===== src/rtl/hazard_controller_pkg.sv =====
// Shared definitions for the pipeline hazard controller: FSM encoding,
// register-index width and the load-use detection helper.
package hazard_controller_pkg;

  localparam int REG_IDX_W = 5;

  typedef enum logic [1:0] {
    S_RUN      = 2'b00,
    S_MEM_WAIT = 2'b01,
    S_FAULT    = 2'b10
  } hz_state_e;

  // A load in EX feeds a register the ID instruction reads; x0 never hazards.
  function automatic logic f_load_use(
    input logic                 mem_read,
    input logic [REG_IDX_W-1:0] ex_rd,
    input logic [REG_IDX_W-1:0] rs1,
    input logic                 use_rs1,
    input logic [REG_IDX_W-1:0] rs2,
    input logic                 use_rs2
  );
    logic w_rd_live;
    w_rd_live  = mem_read && (ex_rd != {REG_IDX_W{1'b0}});
    f_load_use = w_rd_live && ((use_rs1 && (rs1 == ex_rd)) || (use_rs2 && (rs2 == ex_rd)));
  endfunction

endpackage


===== src/rtl/hazard_sat_counter.sv =====
// Saturating event counter with synchronous clear that wins over increment.
module hazard_sat_counter #(
  parameter int CNT_W = 16
) (
  input  logic             i_clk,
  input  logic             i_rst_n,
  input  logic             i_clr,
  input  logic             i_inc,
  output logic [CNT_W-1:0] o_cnt
);

  localparam logic [CNT_W-1:0] CNT_ONE = CNT_W'(1);
  localparam logic [CNT_W-1:0] CNT_MAX = {CNT_W{1'b1}};

  logic [CNT_W-1:0] r_cnt;

  // Count register: clear first, then increment until all-ones.
  always_ff @(posedge i_clk or negedge i_rst_n) begin
    if (!i_rst_n) begin
      r_cnt <= {CNT_W{1'b0}};
    end else if (i_clr) begin
      r_cnt <= {CNT_W{1'b0}};
    end else if (i_inc && (r_cnt != CNT_MAX)) begin
      r_cnt <= r_cnt + CNT_ONE;
    end else begin
      r_cnt <= r_cnt;
    end
  end

  assign o_cnt = r_cnt;

endmodule


===== src/rtl/hazard_controller.sv =====
// In-order pipeline hazard controller: memory freeze with timeout fault,
// branch flush, single-cycle load-use stall, and performance counters.
module hazard_controller
  import hazard_controller_pkg::*;
#(
  parameter int MEM_TIMEOUT = 15,
  parameter int CNT_W       = 16
) (
  input  logic                 i_clk,
  input  logic                 i_rst_n,
  input  logic [REG_IDX_W-1:0] i_id_rs1,
  input  logic [REG_IDX_W-1:0] i_id_rs2,
  input  logic                 i_id_use_rs1,
  input  logic                 i_id_use_rs2,
  input  logic [REG_IDX_W-1:0] i_ex_rd,
  input  logic                 i_ex_mem_read,
  input  logic                 i_ex_branch_taken,
  input  logic                 i_dmem_req,
  input  logic                 i_dmem_ready,
  input  logic                 i_cnt_clr,
  output logic                 o_pc_en,
  output logic                 o_ifid_en,
  output logic                 o_idex_en,
  output logic                 o_exmem_en,
  output logic                 o_ifid_flush,
  output logic                 o_idex_flush,
  output logic                 o_memwb_bubble,
  output logic                 o_fault,
  output logic [CNT_W-1:0]     o_stall_cnt,
  output logic [CNT_W-1:0]     o_flush_cnt
);

  localparam int WAIT_W = (MEM_TIMEOUT < 1) ? 1 : $clog2(MEM_TIMEOUT + 1);
  localparam logic [WAIT_W-1:0] WAIT_ONE = WAIT_W'(1);
  localparam logic [WAIT_W-1:0] WAIT_MAX = WAIT_W'(MEM_TIMEOUT);

  hz_state_e         r_state;
  hz_state_e         w_state_nxt;
  logic [WAIT_W-1:0] r_wait_cnt;
  logic [WAIT_W-1:0] w_wait_nxt;
  logic              r_lu_done;
  logic              w_lu_done_nxt;
  logic              w_freeze;
  logic              w_lu_hit;
  logic [6:0]        w_ctl;

  assign w_freeze = i_dmem_req && !i_dmem_ready;
  assign w_lu_hit = f_load_use(i_ex_mem_read, i_ex_rd, i_id_rs1, i_id_use_rs1,
                               i_id_rs2, i_id_use_rs2);

  // State, wait counter and the flag that limits a load-use stall to one cycle.
  always_ff @(posedge i_clk or negedge i_rst_n) begin
    if (!i_rst_n) begin
      r_state    <= S_RUN;
      r_wait_cnt <= {WAIT_W{1'b0}};
      r_lu_done  <= 1'b0;
    end else begin
      r_state    <= w_state_nxt;
      r_wait_cnt <= w_wait_nxt;
      r_lu_done  <= w_lu_done_nxt;
    end
  end

  // Next state and control vector {pc,ifid,idex,exmem,ifid_fl,idex_fl,bubble}.
  always_comb begin
    w_state_nxt   = r_state;
    w_wait_nxt    = r_wait_cnt;
    w_lu_done_nxt = 1'b0;
    w_ctl         = 7'b1111_000;
    case (r_state)
      S_FAULT: begin
        w_ctl = 7'b0000_001;
      end
      S_RUN, S_MEM_WAIT: begin
        if (w_freeze) begin
          w_ctl = 7'b0000_001;
          if (r_state == S_RUN) begin
            w_state_nxt = S_MEM_WAIT;
            w_wait_nxt  = WAIT_ONE;
          end else if (r_wait_cnt >= WAIT_MAX) begin
            w_state_nxt = S_FAULT;
          end else begin
            w_wait_nxt = r_wait_cnt + WAIT_ONE;
          end
        end else begin
          w_state_nxt = S_RUN;
          w_wait_nxt  = {WAIT_W{1'b0}};
          if (i_ex_branch_taken) begin
            w_ctl = 7'b1111_110;
          end else if (w_lu_hit && !r_lu_done) begin
            w_ctl         = 7'b0011_010;
            w_lu_done_nxt = 1'b1;
          end else begin
            w_ctl = 7'b1111_000;
          end
        end
      end
      default: begin
        w_state_nxt = S_FAULT;
        w_ctl       = 7'b0000_001;
      end
    endcase
  end

  // Everything is held quiet while reset is asserted.
  assign {o_pc_en, o_ifid_en, o_idex_en, o_exmem_en,
          o_ifid_flush, o_idex_flush, o_memwb_bubble} = i_rst_n ? w_ctl : 7'b0000_000;
  assign o_fault = (r_state == S_FAULT);

  hazard_sat_counter #(.CNT_W(CNT_W)) u_stall_cnt (
    .i_clk   (i_clk),
    .i_rst_n (i_rst_n),
    .i_clr   (i_cnt_clr),
    .i_inc   (!w_ctl[6]),
    .o_cnt   (o_stall_cnt)
  );

  hazard_sat_counter #(.CNT_W(CNT_W)) u_flush_cnt (
    .i_clk   (i_clk),
    .i_rst_n (i_rst_n),
    .i_clr   (i_cnt_clr),
    .i_inc   (w_ctl[2]),
    .o_cnt   (o_flush_cnt)
  );

endmodule


===== config.mk =====
export PLATFORM = sky130hd
export DESIGN_NAME = hazard_controller
export DESIGN_NICKNAME = d
export VERILOG_FILES = /design/src/rtl/hazard_controller_pkg.sv /design/src/rtl/hazard_sat_counter.sv /design/src/rtl/hazard_controller.sv
export SDC_FILE = /design/constraint.sdc
export NUM_CORES = 1
export LEC_CHECK = 0
export CAP_MARGIN = 20
export CELL_PAD_IN_SITES_DETAIL_PLACEMENT = 2
export CELL_PAD_IN_SITES_GLOBAL_PLACEMENT = 2
export CORE_ASPECT_RATIO = 1.75
export CORE_MARGIN = 2
export CORE_UTILIZATION = 28
export DETAILED_ROUTE_END_ITERATION = 8
export HOLD_SLACK_MARGIN = 0.02
export PLACE_DENSITY = 0.86
export SLEW_MARGIN = 5
export SYNTH_ARGS = -nofsm -noshare
export SYNTH_HDL_FRONTEND = slang
export SYNTH_SLANG_ARGS = --single-unit

===== constraint.sdc =====
create_clock -name i_clk -period 2.4 [get_ports i_clk]
set_clock_uncertainty 0.05 [all_clocks]
set_input_delay 0.72 -clock i_clk [delete_from_list [all_inputs] [get_ports i_clk]]
set_output_delay 0.72 -clock i_clk [all_outputs]
set_load 0.01 [all_outputs]

==> results of run 1 <==
## kinds of logic (layout without fill, tap and decap cells)
family | count (synthesis) | in the layout | share of synthesized area
simple gates | 106 | 106 | 0.2619
mux | 1 | 1 | 0.004574
fa+ha+maj | 3 | 3 | 0.01715
compound gates | 57 | 57 | 0.1504
flops | 39 | 39 | 0.4460
buf+inv | 16 | 101 | 0.03602
xor+xnor | 21 | 21 | 0.08405
## synthesized netlist by cell type, drive strengths merged (2+ instances only)
cell type	n	area [µm²]
nor4	2	12.51
o21ai	19	95.09
o22a	2	17.52
or3	17	106.4
ha	3	37.54
nand4	12	75.07
o31ai	2	15.01
or4	2	15.01
nor3	2	10.01
and4	6	55.05
a31oi	4	25.02
and2	5	33.78
nor2b	4	25.02
nor2	19	71.32
dfrtp	39	975.9
inv	5	18.77
xnor2	16	140.1
clkbuf	5	18.77
nand3	10	50.05
nand2	21	78.83
a21oi	23	115.1
buf	6	41.28
and3	4	25.02
xor2	5	43.79
## path summary, 6_finish.rpt
| path | slack (ns) | from | to | cells past startpoint |
|---|---|---|---|---|
| worst max-delay path | -0.10 | i_id_rs1[3] | o_idex_flush | 7 |
| worst min-delay path | 0.46 | i_rst_n | u_stall_cnt.o_cnt[6]$_DFFE_PN0P_ | 2 |
| worst max register to register | 0.19 | u_stall_cnt.o_cnt[1]$_DFFE_PN0P_ | u_stall_cnt.o_cnt[5]$_DFFE_PN0P_ | 8 |
| worst min register to register | 0.48 | r_wait_cnt[1]$_DFFE_PN0P_ | r_wait_cnt[1]$_DFFE_PN0P_ | 2 |
| max in group asynchronous | 1.46 | i_rst_n | u_flush_cnt.o_cnt[13]$_DFFE_PN0P_ | 3 |
| min in group i_clk | 0.48 | r_wait_cnt[1]$_DFFE_PN0P_ | r_wait_cnt[1]$_DFFE_PN0P_ | 2 |
## placed cells by master (no fill, tap or decap), types with 2 or more instances in the layout
cell / synthesis / final
and4_1: 5 / 5
o31ai_1: 2 / 2
a21oi_2: 0 / 3
ha_1: 3 / 3
inv_1: 5 / 4
and3_1: 4 / 4
nand4_1: 12 / 12
and2_1: 4 / 4
xnor2_1: 16 / 6
nor2b_1: 4 / 3
clkbuf_16: 0 / 5
nor2_1: 19 / 17
buf_2: 3 / 11
xnor2_4: 0 / 2
a31oi_1: 4 / 2
a21oi_1: 23 / 20
buf_4: 2 / 25
nand3_1: 10 / 10
buf_6: 1 / 11
or3_1: 17 / 17
o22a_1: 2 / 2
clkdlybuf4s50_1: 0 / 35
xnor2_2: 0 / 8
o21ai_0: 19 / 18
or4_1: 2 / 2
dlygate4sd2_1: 0 / 5
a31oi_4: 0 / 2
xor2_1: 5 / 5
nand2_1: 21 / 19
dfrtp_1: 39 / 39
## layout make-up
class	instances	area, µm²
Clock buffer	6	128.9
Fill cell	846	4213
Inverter	5	18.77
Multi-Input combinational cell	188	1326
Sequential cell	39	975.9
Tap cell	88	110.1
Timing Repair Buffer	90	794.5
## power groups by stage
stage | combinational [mW] | clock, mW | sequential [mW]
6_report | 0.227 | 0.633 | 0.675
5_1_grt | 0.246 | 0.667 | 0.675
4_1_cts | 0.206 | 0.645 | 0.675
3_5_place_dp | 0.198 | 0 | 0.686
3_3_place_gp | 0.191 | 0 | 0.686
2_1_floorplan | 0.0679 | 0 | 0.688
## layer usage
metal / up-vias / part of all wire / global-route usage
met5: - / 0 / 0
met3: 10 / 0.035 / 0.03654
met1: 1125 / 0.34 / 0.1820
li1: 1048 / - / -
met4: 0 / 0.023 / 0.07783
met2: 51 / 0.61 / 0.3931
## sequential cells by signal, summed over array words and instances, names as in the netlist
register / flops
u_flush_cnt.o_cnt: 16
r_lu_done: 1
r_state: 2
r_wait_cnt: 4
u_stall_cnt.o_cnt: 16
## metrics by stage
stage          instance area, µm²  power, mW  hold slack (ns)  std cells  utilization
2_1_floorplan                2197     0.7556           0.3744        243            -
3_3_place_gp                 3059     0.8764           0.4428        407       0.4043
3_5_place_dp                 3059     0.8843           0.4703        407       0.4043
4_1_cts                      3236      1.525           0.4425        416       0.4276
5_1_grt                      3354      1.589           0.4705        416       0.4433
6_report                     3354      1.535           0.4562        416       0.4433
## worst max-delay path: cells and delay by family
family | cells | cell delay (ns)
compound gates | 2 | 0.33
xor+xnor | 1 | 0.17
buf+inv | 2 | 0.25
simple gates | 2 | 0.25
## what timing repair did
item / 4_1_cts / 5_1_grt
buffers inserted: 3 / 0
gates resized for setup: 115 / 24
pin swaps: 18 / 7
setup endpoints to repair: 26 / 23
cloned: 0 / 0
==> results by group, run 1 <==
Power
  – P_int: around 1.2 mW
  – Total leakage power: around 1.4 nW
  – Clk network pwr share: 0.412
  – Flop pwr share: 0.439
  – PD cells: 457.7 mW/mm²
  – Worst vdd ir: roughly 350 µV
  – Combinational Power Share: 0.148
  – Switching Share: 0.2487
  – Psw: ~0.38 mW

Die
  – Die Y-Extent: 121.0 µm
  – Die width: ~71 µm
  – Site row count: 42
  – Total die area: roughly 0.0086 mm²
  – IO Count: 64
  – Starting Density: 0.2892
  – CORE AREA: approximately 0.0076 mm²

Synth
  – Top_reg_cell synth: dfrtp_1
  – Synth Register Bits: 39
  – Yosys synthesis warning count: 0
  – Syn_area_per_cell: between 9 and 10 µm²
  – Post-synthesis net count: 270
  – Post-synth EDFFs: 0
  – Ys async rst share: 1.000
  – Synth Cell Area: 0.002188 mm²
  – Cells after Synth: around 240
  – Sequential area share after synthesis: 0.4460
  – Netlist cell types: 38

STA
  – Min Tclk post-route: roughly 2.5 ns
  – Max Clock Freq: 400.0 MHz
  – Setup violators final: 3
  – Worst slew margin: 0.7516
  – Hold Violations, Final: 0
  – Setup TNS: -0.2948 ns
  – RSZ-0062 raised after global routing: yes
  – Tcrit/Tclk final: 1.042
  – Worst Tran Pin Value: 0.3726 ns
  – Final worst slack: -0.1000 ns
  – Pins Over Slew Limit: 0

Setup path
  – WP data arrival: ~1.7 ns
  – Crit path max fanout: 2
  – Crit Path Category: in2out
  – Worst EP required: roughly 1.6 ns
  – Max incr delay on CP: 0.20 ns
  – Startpoint Class: input pin
  – Nature of the critical path endpoint: primary output
  – Critical Path Slowest Stage Cell: o22ai_2
  – Crit path cell chain: buf_8 > xnor2_4 > nand4_1 > o22ai_2 > nand2_1 > a21oi_2 > buf_2

Drt
  – First-pass DRT Iterations: 4
  – Post-route ant nets: 0
  – DR iter-0 viols: 53
  – DRC: 0
  – Via Count: between 2,000 and 2,500
  – Routed wire per std cell: about 19 µm
  – Mean number of vias per cell: around 5.4
  – WL final: 8056 µm

Cells and area
  – Layout cells sized above 1: 0.2500
  – P&R area growth vs syn: 53.29%
  – Final net count: ~360
  – Antenna cells: 0

Global routing
  – Tot GR Track Use: 0.1940
  – Total grt overflow: 0
  – Largest net degree at the start of global routing: 33
  – Vias in the first global route: about 2,500
  – Antenna violations before repair: 0
  – First-pass GRT wire length: around 13,000 µm

CTS
  – CTS clock-pin slew for the worst setup and hold paths: ~0.06 ns
  – Clock buffer depth: 2
  – Clk_lat worst skew: 0.29 ns
  – CTS HTree Levels: 2
  – Hold-fix buffers, CTS: 0
  – CTS root buffer: clkbuf_16
  – Clk sinks: 39
  – CTS tree: yes
  – TritonCTS buffer count: 5

Placement
  – Number of buffers added on ports: 63
  – Setup WS pre-CTS: -1.074 ns
  – GPL Wtd Cong: ~0.76
  – Detailed Place HPWL: about 6000 µm

Job
  – Maximum Capacitance Violations: 0

Status
  – Violated checks: setup timing
  – Status: complete, but fails checks

Min path
  – Worst min-delay path class: in2async
Note: power is estimated with default switching activity, not from simulation.
==> run 2, diff against run 1 <==
- CORE_UTILIZATION: 28 -> 29
- PLACE_DENSITY: 0.86 -> 0.85
- SYNTH_HIERARCHICAL: not set -> 1
==> results by group, run 2 <==
Status
  – Status: complete, but fails checks
  – Violated checks: setup timing

Setup path
  – Nature of the critical path endpoint: flop
  – WP data arrival: 2.97 ns (+1.24 ns)
  – Crit Path Category: in2reg
  – Register-to-register setup slack: 0.05 ns (-0.14 ns)
  – Worst EP required: 2.52 ns (+0.89 ns)
  – Crit path max fanout: 7 (+5)
  – Startpoint Class: input pin

Placement
  – Setup WS pre-CTS: -1.369 ns (-0.2951 ns)
  – GPL Wtd Cong: 0.8277 (+9.2%)
  – Number of buffers added on ports: 63 (unchanged)
  – Placed cell areas: 0.003482 mm² (+14%)
  – Detailed Place HPWL: 6848 µm (+14%)

Global routing
  – Total grt overflow: 0 (unchanged)
  – First-pass GRT wire length: 17,980 µm (+41%)
  – Vias in the first global route: 3,198 (+26%)
  – Antenna violations before repair: 0 (unchanged)
  – Largest net degree at the start of global routing: 41 (+24%)
  – Tot GR Track Use: 0.2600 (+0.06591)

Power
  – Total leakage power: 1.693 nW (+19%)
  – Worst vdd ir: 318.0 µV (-9.1%)
  – PD cells: 369.8 mW/mm² (-19%)

CTS
  – CTS clock-pin slew for the worst setup and hold paths: 0.06 ns (about the same)
  – Clk_lat worst skew: 0.28 ns (about the same)
  – CTS HTree Levels: 2 (unchanged)
  – Clock buffer depth: 2 (unchanged)
  – Clk sinks: 39 (unchanged)
  – CTS tree: yes
  – CTS root buffer: clkbuf_16
  – TritonCTS buffer count: 5 (unchanged)
  – Hold-fix buffers, CTS: 0 (unchanged)

Cells and area
  – Layout cells sized above 1: 0.4731 (+0.2231)
  – Final net count: 399 (+12%)
  – P&R area growth vs syn: 73.85%
  – Most frequent cells in the layout: buf_4 (42), dfrtp_1 (39), clkdlybuf4s50_1 (34)
  – Final core utilization: 0.5142 (+0.07090)
  – Most common cell after layout, fill and taps aside: buf_4
  – Antenna cells: 0 (unchanged)
  – Final Cell Area: 0.004218 mm² (+26%)

Synth
  – Share of the synthesized area in the top cell type: 0.4023 (-0.04370)
  – Sequential area share after synthesis: 0.4023 (-0.04370)
  – Yosys synthesis warning count: 6 (+6)
  – Adder-Cell Fraction of Synth Area: 0.01547 (-0.001681)
  – Mux contribution to synthesized area: 0.03713 (+0.03256)
  – Synth Cell Area: 0.002426 mm² (+11%)
  – Post-synth top cells: dfrtp_1 (39), a21oi_1 (23), nand2_1 (16)
  – Largest family of logic cells by synthesized area: simple AND/OR/NAND/NOR gates
  – Ys async rst share: 1.000 (unchanged)
  – Area contributors post-synth: dfrtp_1 (40%), a21oi_1 (4.7%), o31ai_1 (4.3%)
  – Netlist cell types: 42 (+11%)
  – Cell with the most instances after synthesis: dfrtp_1
  – Area leader, netlist: dfrtp_1
  – Cells after Synth: 258 (+6.2%)
  – Synth Area in Compound Gates: 0.1681 (+0.01776)
  – Syn_area_per_cell: 9.403 µm² (+4.4%)
  – Post-synthesis net count: 285 (+5.6%)
  – Synth Area in XOR/XNOR: 0.03610 (-0.04795)
  – Synth Register Bits: 39 (unchanged)
  – Synth Area in Simple Gates: 0.2976 (+0.03571)
  – Post-synth EDFFs: 0 (unchanged)
  – Top_reg_cell synth: dfrtp_1

Min path
  – Worst min-delay path class: in2async

STA
  – Max Clock Freq: 350.0 MHz (-13%)
  – Setup violators final: 25 (+22)
  – Final worst slack: -0.4574 ns (-0.3574 ns)
  – Tcrit/Tclk final: 1.191 (+0.1489)
  – Worst Tran Pin Value: 0.7711 ns (+0.3985 ns)
  – RSZ-0062 raised after global routing: yes
  – Min Tclk post-route: 2.857 ns (+0.3574 ns)
  – Setup TNS: -6.469 ns (-6.174 ns)
  – Pins Over Slew Limit: 0 (unchanged)
  – Hold Violations, Final: 0 (unchanged)
  – Worst slew margin: 0.4821 (-0.2695)

Die
  – Die Y-Extent: 125.0 µm (+3.3%)
  – Site row count: 44 (+4.8%)
  – Total die area: 0.009142 mm² (+6.7%)
  – Die width: 73.14 µm (+3.3%)
  – CORE AREA: 0.008203 mm² (+8.4%)
  – Starting Density: 0.2958 (+0.006573)
  – IO Count: 64 (unchanged)

Drt
  – DR iter-0 viols: 109 (+110%)
  – Via Count: 2,729 (+22%)
  – Routed wire per std cell: 27.14 µm (+40%)
  – Post-route ant nets: 0 (unchanged)
  – Mean number of vias per cell: 5.881 (+9.5%)
  – First-pass DRT Iterations: 5 (+1)
  – DRC: 0 (unchanged)
  – WL final: 12,590 µm (+56%)

Job
  – Maximum Capacitance Violations: 0 (unchanged)
run 2: changes by cell type after synthesis, moves of 6 or more:
cell / previous run / this run
o31ai_1: 2 / 14
nor2b_1: 4 / 10
o21ai_1: 0 / 6
o21ai_0: 19 / 4
or3_1: 17 / 4
mux2_1: 0 / 8
or4_1: 2 / 11
nor2_1: 19 / 12
xnor2_1: 16 / 10
nor4_1: 2 / 8
run 2: critical path, stage by stage:
cell	delay, ns
buf_6	0.10
xnor2_2	0.19
nand4_1	0.18
o22a_1	0.24
buf_6	0.13
o41ai_4	0.35
buf_4	0.20
inv_4	0.04
buf_12	0.13
buf_6	0.12
buf_4	0.15
o31ai_2	0.32
a21oi_2	0.10
run 2: timing repair:
item / CTS / global route
setup endpoints to repair: 36 / 33
buffers inserted: 22 / 6
resized for setup: 165 / 53
pin swaps: 33 / 23
run 2: cell families after synthesis:
| logic type | count (synthesis) |
|---|---|
| buffers and inverters | 22 |
| adder cells (fa/ha/maj) | 3 |
| XOR/XNOR | 10 |
| multiplexers | 8 |
| flip-flops | 39 |
| AND/OR/NAND/NOR | 114 |
| AO/OA/AOI/OAI | 62 |
run 2: report_power, final:
part	leakage [nW]	internal (mW)	total (mW)	switching (mW)
Clock	0.0727	0.407	0.688	0.281
Combinational	1.08	0.0991	0.202	0.103
Sequential	0.537	0.661	0.670	0.00818
Total	1.69	1.17	1.56	0.393
run 2: per-layer routing:
| metal | wire length, µm | global-route usage | up-vias |
|---|---|---|---|
| li1 | - | - | 1219 |
| met1 | 4325 | 0.2570 | 1416 |
| met2 | 7568 | 0.4992 | 68 |
| met3 | 257 | 0.04271 | 26 |
| met4 | 442 | 0.1166 | 0 |
| met5 | 0 | 0 | - |
run 2: metrics by stage:
step / total power [mW] / hold slack [ns] / instances
after floorplan: 0.7327 / 0.3744 / 258
after global placement: 0.8279 / 0.4737 / 433
after detailed placement: 0.8355 / 0.4888 / 433
after CTS: 1.530 / 0.3022 / 460
after global routing: 1.606 / 0.3074 / 464
final: 1.560 / 0.3114 / 464
run 2: path summary, 6_finish.rpt:
kind | from | end | depth (start not counted)
worst max register to register | u_stall_cnt/o_cnt[2]$_DFFE_PN0P_ | u_stall_cnt/o_cnt[13]$_DFFE_PN0P_ | 4
min in group i_clk | r_wait_cnt[2]$_DFFE_PN0P_ | r_wait_cnt[2]$_DFFE_PN0P_ | 1
worst min register to register | r_wait_cnt[2]$_DFFE_PN0P_ | r_wait_cnt[2]$_DFFE_PN0P_ | 1
max in group asynchronous | i_rst_n | u_flush_cnt/o_cnt[12]$_DFFE_PN0P_ | 3
worst min-delay path | i_rst_n | r_lu_done$_DFF_PN0_ | 2
worst max-delay path | i_id_rs1[1] | u_stall_cnt/o_cnt[3]$_DFFE_PN0P_ | 13
run 2: cell type report:
type                       instances  area [µm²]
sequential                        39       975.9
timing repair buffer             119        1092
inverter                          10       43.79
clock buffer                       6       138.9
fill                             812        3985
clock inverter                     1       5.005
multi-input combinational        197        1847
tap                               92       115.1
==> run 3, diff against run 2 <==
- CORE_ASPECT_RATIO: 1.75 -> not set
==> results by group, run 3 (same netlist as run 2, synthesis figures left out) <==
Status
  – Status: complete, but fails checks
  – Violated checks: setup timing

Global routing
  – Tot GR Track Use: 0.2210 (-0.03899)
  – Largest net degree at the start of global routing: 41 (unchanged)
  – Vias in the first global route: 2,872 (-10%)
  – First-pass GRT wire length: 15,440 µm (-14%)
  – Total grt overflow: 0 (unchanged)
  – Antenna violations before repair: 0 (unchanged)

Placement
  – GPL Wtd Cong: 0.7635 (-7.8%)
  – Detailed Place HPWL: 6094 µm (-11%)
  – Number of buffers added on ports: 63 (unchanged)

Min path
  – Worst min-delay path class: in2async

Setup path
  – Worst EP required: 1.63 ns (-0.89 ns)
  – Crit path max fanout: 2 (-5)
  – Startpoint Class: input pin
  – Nature of the critical path endpoint: primary output
  – Crit Path Category: in2out
  – WP data arrival: 1.88 ns (-1.09 ns)

Power
  – Total leakage power: 1.608 nW (-5.0%)
  – Tot Pwr: 1.293 mW (-17%)
  – PD cells: 325.5 mW/mm² (-12%)
  – Worst vdd ir: 182.3 µV (-43%)

Die
  – Total die area: 0.009114 mm² (-0.31%)
  – CORE AREA: 0.008175 mm² (-0.34%)
  – Starting Density: 0.2968 (+0.0009958)
  – Site row count: 33 (-25%)
  – Die Y-Extent: 95.47 µm (-24%)
  – IO Count: 64 (unchanged)
  – Die width: 95.47 µm (+31%)

Drt
  – First-pass DRT Iterations: 4 (-1)
  – Via Count: 2,576 (-5.6%)
  – WL final: 9830 µm (-22%)
  – Routed wire per std cell: 21.19 µm (-22%)
  – Mean number of vias per cell: 5.552 (-5.6%)
  – Post-route ant nets: 0 (unchanged)
  – DR iter-0 viols: 75 (-31%)
  – DRC: 0 (unchanged)

Cells and area
  – Most frequent cells in the layout: dfrtp_1 (39), clkdlybuf4s50_1 (34), buf_4 (25)
  – Fillers: 843 (+3.8%)
  – Antenna cells: 0 (unchanged)
  – Most common cell after layout, fill and taps aside: dfrtp_1
  – Layout cells sized above 1: 0.4318 (-0.04136)
  – Final net count: 385 (-3.5%)
  – P&R area growth vs syn: 63.74%
  – Final core utilization: 0.4859 (-0.02826)

CTS
  – Clock buffer depth: 2 (unchanged)
  – CTS HTree Levels: 2 (unchanged)
  – Clk sinks: 39 (unchanged)
  – Clk_lat worst skew: 0.29 ns (about the same)
  – CTS root buffer: clkbuf_8
  – TritonCTS buffer count: 5 (unchanged)
  – CTS clock-pin slew for the worst setup and hold paths: 0.08 ns (+0.02 ns)
  – Hold-fix buffers, CTS: 0 (unchanged)
  – CTS tree: yes

STA
  – Setup violators final: 14 (-44%)
  – RSZ-0062 raised after global routing: yes
  – Hold Violations, Final: 0 (unchanged)
  – Max Clock Freq: 376.9 MHz (+7.7%)
  – Min Tclk post-route: 2.653 ns (-0.2045 ns)
  – Worst slew margin: 0.6528 (+0.1707)
  – Pins Over Slew Limit: 0 (unchanged)
  – Tcrit/Tclk final: 1.105 (-0.08521)
  – Worst Tran Pin Value: 0.5208 ns (-0.2503 ns)
  – Final worst slack: -0.2529 ns (+0.2045 ns)

Job
  – Maximum Capacitance Violations: 0 (unchanged)
## run 3: final timing paths
path | from | endpoint | slack (ns) | cells after the start
min in group i_clk | r_wait_cnt[1]$_DFFE_PN0P_ | r_wait_cnt[1]$_DFFE_PN0P_ | 0.51 | 1
max | i_id_rs1[0] | o_idex_flush | -0.25 | 6
max reg2reg | r_lu_done$_DFF_PN0_ | u_stall_cnt/o_cnt[7]$_DFFE_PN0P_ | 0.18 | 9
max in group asynchronous | i_rst_n | u_flush_cnt/o_cnt[7]$_DFFE_PN0P_ | 1.29 | 3
min | i_rst_n | r_lu_done$_DFF_PN0_ | 0.32 | 2
min reg2reg | r_wait_cnt[1]$_DFFE_PN0P_ | r_wait_cnt[1]$_DFFE_PN0P_ | 0.51 | 1
## run 3: metal layers
metal  track usage  vias to the layer above  share of wire
met5             0                        -              0
met4       0.05476                        0          0.013
li1              -                     1192              -
met2        0.3996                       59           0.53
met1        0.2762                     1312           0.43
met3       0.03083                       13          0.031
## run 3: layout make-up
type / count / area (µm²) / share of cell area
inverters: 10 / 41.29 / 0.01039
repair buffers: 105 / 999.7 / 0.2517
clock buffers: 7 / 76.32 / 0.01921
well taps: 105 / 131.4 / 0.03307
clock inverters: 1 / 5.005 / 0.001260
flip-flops and latches: 39 / 975.9 / 0.2457
multi-input cells: 197 / 1743 / 0.4387
## run 3: what timing repair did
| item | CTS | global route |
|---|---|---|
| gates cloned | 2 | 0 |
| resized for setup | 158 | 39 |
| endpoints found under the setup margin | 35 | 33 |
| buffers inserted | 13 | 4 |
| pin swaps | 37 | 11 |
## run 3: worst max-delay path: stages
cell     delay (ns)
buf_6          0.09
xnor2_2        0.17
nand4_1        0.16
o22a_1         0.28
o41ai_2        0.27
buf_2          0.19
## run 3: through the flow
| step | setup TNS (ns) | cell area, µm² | hold slack (ns) | std cells | setup slack (ns) |
|---|---|---|---|---|---|
| after floorplan | -2.096 | 2557 | 0.3744 | 258 | -0.2047 |
| after global placement | -24.43 | 3473 | 0.4723 | 441 | -1.114 |
| after detailed placement | -27.87 | 3473 | 0.4808 | 441 | -1.282 |
| after CTS | -2.085 | 3870 | 0.3318 | 464 | -0.2255 |
| after global routing | -2.972 | 3973 | 0.3253 | 464 | -0.2993 |
| final | -1.962 | 3973 | 0.3152 | 464 | -0.2529 |
## run 3: power breakdown
group	internal (mW)	switching [mW]
combinational	0.0923	0.0902
sequential	0.660	0.00738
clock	0.204	0.238
